## src/rtl/adc_seq_pkg.sv

```systemverilog
// Shared types and defaults for the ADC capture sequencer.
// State encoding, channel geometry and index width.
package adc_seq_pkg;

    localparam int NUM_CH_DEF = 16;
    localparam int DATA_W_DEF = 16;
    localparam int CNT_W_DEF  = 16;
    localparam int CH_IDX_W   = 4;

    typedef enum logic [1:0] {
        IDLE,
        WAIT_STB,
        SCAN
    } seq_state_t;

endpackage

```

## src/rtl/ch_pick_enc.sv

```systemverilog
// Lowest-set-bit priority encoder.
// Picks the next pending channel to put on the stream.
module ch_pick_enc #(
    parameter int N = 16,
    parameter int W = 4
) (
    input  logic [N-1:0] pend,
    output logic [W-1:0] pick_idx,
    output logic         pick_any
);

    assign pick_any = |pend;

    // scan from the top so the lowest set bit is the last writer
    always_comb begin
        pick_idx = '0;
        for (int i = N - 1; i >= 0; i--) begin
            if (pend[i]) pick_idx = W'(i);
        end
    end

endmodule

```

## src/rtl/adc_capture_sequencer.sv

```systemverilog
// Multi-sample ADC capture sequencer.
// Snapshots all channels per strobe and streams enabled ones.
module adc_capture_sequencer
    import adc_seq_pkg::*;
#(
    parameter int NUM_CH = NUM_CH_DEF,
    parameter int DATA_W = DATA_W_DEF,
    parameter int CNT_W  = CNT_W_DEF
) (
    input  logic                     CLK,
    input  logic                     RESET,
    input  logic                     START,
    input  logic                     STOP,
    input  logic [CNT_W-1:0]         SAMPLE_NUM,
    input  logic [NUM_CH-1:0]        CH_MASK,
    input  logic                     SAMPLE_STB,
    input  logic [NUM_CH*DATA_W-1:0] CH_DATA,
    output logic [DATA_W-1:0]        OUT_DATA,
    output logic [CH_IDX_W-1:0]      OUT_CH,
    output logic                     OUT_VALID,
    input  logic                     OUT_READY,
    output logic                     OUT_LAST,
    output logic                     BUSY,
    output logic                     DONE,
    output logic                     OVERRUN
);

    seq_state_t state;

    logic [CNT_W-1:0]    cnt;
    logic [CNT_W-1:0]    cnt_nxt;
    logic [CNT_W-1:0]    num_lat;
    logic [NUM_CH-1:0]   mask_lat;
    logic [NUM_CH-1:0]   pending;
    logic [NUM_CH-1:0]   pend_rest;
    logic [DATA_W-1:0]   snap [NUM_CH];
    logic                stop_flag;
    logic                valid_q;
    logic                done_q;
    logic                ovr_q;
    logic [CH_IDX_W-1:0] pick_idx;
    logic                pick_any;
    logic                hs;
    logic                last_word;
    logic                final_smp;
    logic                finish;
    logic                reload;
    logic                load_snap;

    ch_pick_enc #(
        .N(NUM_CH),
        .W(CH_IDX_W)
    ) u_pick (
        .pend    (pending),
        .pick_idx(pick_idx),
        .pick_any(pick_any)
    );

    assign hs        = valid_q & OUT_READY;
    assign pend_rest = pending & ~(NUM_CH'(1) << pick_idx);
    assign last_word = pick_any & (pend_rest == '0);
    assign cnt_nxt   = cnt + CNT_W'(1);
    assign finish    = (cnt_nxt == num_lat) | stop_flag | STOP;
    assign final_smp = hs & last_word;
    assign reload    = final_smp & ~finish & SAMPLE_STB;
    assign load_snap = ((state == WAIT_STB) & SAMPLE_STB & ~STOP)
                     | reload;

    assign OUT_VALID = valid_q;
    assign OUT_CH    = valid_q ? pick_idx : '0;
    assign OUT_DATA  = (valid_q && pick_any) ? snap[pick_idx] : '0;
    assign OUT_LAST  = valid_q & last_word & finish;
    assign BUSY      = (state != IDLE);
    assign DONE      = done_q;
    assign OVERRUN   = ovr_q;

    // capture all channels on an accepted strobe
    always_ff @(posedge CLK or posedge RESET) begin
        if (RESET) begin
            for (int k = 0; k < NUM_CH; k++) snap[k] <= '0;
        end else if (load_snap) begin
            for (int k = 0; k < NUM_CH; k++) begin
                snap[k] <= CH_DATA[k*DATA_W +: DATA_W];
            end
        end
    end

    // capture sequencing: arm, wait for strobe, drain pending channels
    always_ff @(posedge CLK or posedge RESET) begin
        if (RESET) begin
            state     <= IDLE;
            cnt       <= '0;
            num_lat   <= '0;
            mask_lat  <= '0;
            pending   <= '0;
            stop_flag <= 1'b0;
            valid_q   <= 1'b0;
            done_q    <= 1'b0;
            ovr_q     <= 1'b0;
        end else begin
            done_q <= 1'b0;
            unique case (state)
                IDLE: begin
                    if (START) begin
                        if (SAMPLE_NUM != '0 && CH_MASK != '0) begin
                            num_lat   <= SAMPLE_NUM;
                            mask_lat  <= CH_MASK;
                            cnt       <= '0;
                            ovr_q     <= 1'b0;
                            stop_flag <= 1'b0;
                            state     <= WAIT_STB;
                        end else begin
                            done_q <= 1'b1;
                        end
                    end
                end
                WAIT_STB: begin
                    if (STOP) begin
                        state  <= IDLE;
                        done_q <= 1'b1;
                    end else if (SAMPLE_STB) begin
                        pending <= mask_lat;
                        valid_q <= 1'b1;
                        state   <= SCAN;
                    end
                end
                SCAN: begin
                    if (STOP) stop_flag <= 1'b1;
                    if (SAMPLE_STB && !reload) ovr_q <= 1'b1;
                    if (hs) pending <= pend_rest;
                    if (final_smp) begin
                        cnt       <= cnt_nxt;
                        stop_flag <= 1'b0;
                        if (finish) begin
                            state   <= IDLE;
                            done_q  <= 1'b1;
                            valid_q <= 1'b0;
                        end else if (SAMPLE_STB) begin
                            pending <= mask_lat;
                        end else begin
                            state   <= WAIT_STB;
                            valid_q <= 1'b0;
                        end
                    end
                end
                default: state <= IDLE;
            endcase
        end
    end

endmodule

```

## config.mk

```make
export PLATFORM = sky130hd
export DESIGN_NAME = adc_capture_sequencer
export DESIGN_NICKNAME = d
export VERILOG_FILES = /design/src/rtl/adc_seq_pkg.sv /design/src/rtl/ch_pick_enc.sv /design/src/rtl/adc_capture_sequencer.sv
export SDC_FILE = /design/constraint.sdc
export NUM_CORES = 1
export LEC_CHECK = 0
export CORE_UTILIZATION = 30
export DETAILED_ROUTE_END_ITERATION = 6
export SYNTH_ARGS = -nofsm -noshare
export SYNTH_HDL_FRONTEND = slang
export SYNTH_SLANG_ARGS = --single-unit
export TNS_END_PERCENT = 5
```

## constraint.sdc

```tcl
create_clock -name CLK -period 12.7 [get_ports CLK]
set_input_delay 3.175 -clock CLK [delete_from_list [all_inputs] [get_ports CLK]]
set_output_delay 3.175 -clock CLK [all_outputs]
set_load 0.1 [all_outputs]
```

==> impl_metrics.tcl <==
set metrics [dict create \
    status "finished clean" \
    layout_min_cycle_time_ps 8690 \
    worst_ep_required_time_ps 9520 \
    clock-skew-final_ps 27.6 \
    power_per_cell_area_nw_per_um2 321 \
    worstSetupEndpointType "primary output" \
    synth.ff_latch_count 326 \
    synthFlopType "dfrtp_1" \
    timing.final.crit_share_pct 68.5 \
    clk_pin_slew_ps 50 \
    leakagePower_nw 9.52 \
    die_x_um 240 \
    grt_antenna_before_repair 21 \
    totalWireLength_um 54400 \
    grt.total_usage_pct 18.8 \
    drv_slew 0 \
    first_global_vias 12500 \
    fin_setup_tns_ps 0 \
    tightest_slew_ps 1150 \
    avgRoutedWirePerCell_um 23.1 \
    grt_setup_unrepaired "no" \
    ys_top_cells_by_area "dfrtp_1 (48%), mux2_4 (21%), a211oi_1 (3.5%)" \
    dp_hpwl_um 38500 \
    cts_made_buffers 39 \
    post-cts-setup-buffer-count 0 \
    synth_cells 1296 \
    core_area_um2 55400 \
    drt-initial-drc-count 1092 \
    grt_pass1_wl_um 80700 \
    ant_nets 0 \
    start_util_pct 30.6 \
    synth_top_cell_by_area "dfrtp_1" \
    layout-drive-gt1-share_pct 25.0 \
    slew_headroom_pct 23.4 \
    synth_common_cells "dfrtp_1 (326), mux2_4 (236), a211oi_1 (79), clkbuf_1 (64), nor2b_1 (62)" \
    nets 1860 \
    r2r_start "pending[14]" \
    overflow 0 \
    gp_congestion 0.874 \
    timing.hold.worst.class "reg2reg" \
    setup_ws_ps 4010 \
    final_hold_viol_count 0 \
    max_freq_mhz 115 \
    crit_family "compound AO/OA/AOI/OAI gates" \
    yosysSeqAreaShare_pct 48.2 \
    yosys_warnings 0 \
    io_pins 319 \
    h-tree-depth 2 \
    grt_max_degree 151 \
    placement.io_buffers 318 \
    cp-startpoint "pending[8]" \
    vias_per_cell 5.15 \
    ctsResizeCount 0 \
    cap_viol_max_count 0 \
    async_reset_ff_share_pct 100 \
    slowest_delay_ps 1240 \
    synth_cell_type_count 73 \
    cts_root_buffer "clkbuf_16" \
    vias 12100 \
    hp-start "OVERRUN" \
    synth_top_area_share_pct 48.2 \
    synth_edf_count 0 \
    dp_slack_ps 4170 \
    cts_hold_buf 0 \
    drcViolationCount 0 \
    cts.sinks 326 \
    firstDrtPassIters 7 \
    cp.arrival_ps 5520 \
    yosysMostFrequentCell "dfrtp_1" \
    crit_chain "nor3b_1, nor4_1, o211a_1, o21ba_4, buf_4, a211oi_1, o22a_1, a211oi_1, clkdlybuf4s50_1" \
    row_count 86 \
    setup_viol 0 \
    clkLatencyLatePin_ps 560 \
    cts_tree "built" \
    die_h_um 240 \
    syn_nets 1591 \
    cpMostUsedCell "a211oi_1" \
    critPathSlowestCell "clkdlybuf4s50_1" \
    ir_drop_mv 0.325 \
    path_class "reg2out" \
    path_buf_inv 2 \
    start_kind "flop" \
    synth_area_um2 16900 \
    avgSynthCellArea_um2 13.1 \
    area_delta_synth_final_pct 29.5 \
    cts_buffer_depth 3 \
    dieArea_um2 57400 \
    critical_path_peak_fanout 65 \
]
cell families after synthesis:
kind of cell,count (synthesis),share of synthesized area (%)
AND/OR/NAND/NOR,213,7.13
multiplexers,296,24.9
XOR/XNOR,17,0.879
flip-flops,326,48.2
buffers and inverters,124,4.09
adder cells (fa/ha/maj),2,0.133
AO/OA/AOI/OAI,318,14.7
cell type report:
| cell class | count | area (µm²) |
|---|---|---|
| inverter | 18 | 75.1 |
| clock buffer | 58 | 1150 |
| timing repair buffer | 334 | 3330 |
| antenna | 11 | 27.5 |
| clock inverter | 11 | 136 |
| sequential | 326 | 8160 |
| fill | 5306 | 33500 |
| tap | 748 | 936 |
| multi-input combinational | 846 | 8120 |
path summary, 6_finish.rpt:
kind                          endpoint  depth (start not counted)  slack [ps]
setup / recovery           OUT_DATA[8]                          9        4010
hold / removal                 OVERRUN                          1         470
setup reg to reg              snap[22]                         10        7590
hold reg to reg                OVERRUN                          1         470
max in group asynchronous    snap[145]                          3        8030
min in group asynchronous         DONE                          2        3170
placed cells by master (no fill, tap or decap), drive strengths merged, types with 7 or more instances in the layout:
cell | synthesis | routed
nor2 | 23 | 23
o22a | 15 | 15
clkinv | 0 | 7
nand3 | 8 | 8
clkdlybuf4s50 | 0 | 318
mux2 | 290 | 290
a31oi | 20 | 20
o31ai | 10 | 10
diode | 0 | 11
a32o | 7 | 7
o221a | 15 | 15
inv | 18 | 18
a211oi | 79 | 79
nor3 | 11 | 11
a21oi | 23 | 23
dfrtp | 326 | 326
o21ai | 23 | 23
nand2 | 37 | 37
o221ai | 60 | 60
nor2b | 62 | 62
nor4 | 22 | 22
nand4 | 11 | 11
xnor2 | 12 | 12
clkbuf | 64 | 58
buf | 42 | 16
a21o | 13 | 13
routing by layer:
metal | wire [µm] | share of wire, % | track usage [%]
met1 | 23200 | 43 | 24.3
met2 | 25900 | 48 | 30.5
met3 | 4160 | 7.6 | 5.34
met4 | 1020 | 1.9 | 5.38
met5 | 134 | 0.25 | 0
report_power, final:
group / internal, mW / total (mW) / switching, mW
combinational: 1.56 / 4.00 / 2.44
sequential: 1.54 / 1.90 / 0.359
clock: 0.667 / 1.13 / 0.461
total: 3.77 / 7.03 / 3.26
per-stage QoR:
| step | utilization [%] | instances | total power, mW | hold WS (ps) | area [µm²] |
|---|---|---|---|---|---|
| 6_report | 39.6 | 2352 | 7.03 | 475 | 21900 |
| 5_1_grt | 39.6 | 2348 | 7.37 | 492 | 21900 |
| 4_1_cts | 39.5 | 2341 | 7.08 | 478 | 21900 |
| 3_5_place_dp | 37.2 | 2272 | 5.90 | 466 | 20600 |
| 3_3_place_gp | 37.2 | 2272 | 5.88 | 462 | 20600 |
| 2_1_floorplan | - | 1296 | 4.73 | 451 | 16900 |
flip-flops by register name, indices dropped and copies added, names as in the netlist:
name       flops
stop_flag      1
pending       16
num_lat       16
snap         256
cnt           16
DONE           1
state          2
OUT_VALID      1
mask_lat      16
OVERRUN        1
worst reg2reg max path, delay by kind of cell (launching register included):
kind                   cells  cell delay [ps]
and+or+nand+nor            4              870
muxes                      1              440
DFF                        1              410
AOI/OAI and AO/OA          3             1600
buffers and inverters      2             1700
No activity file was read; power rests on OpenSTA's default activity.
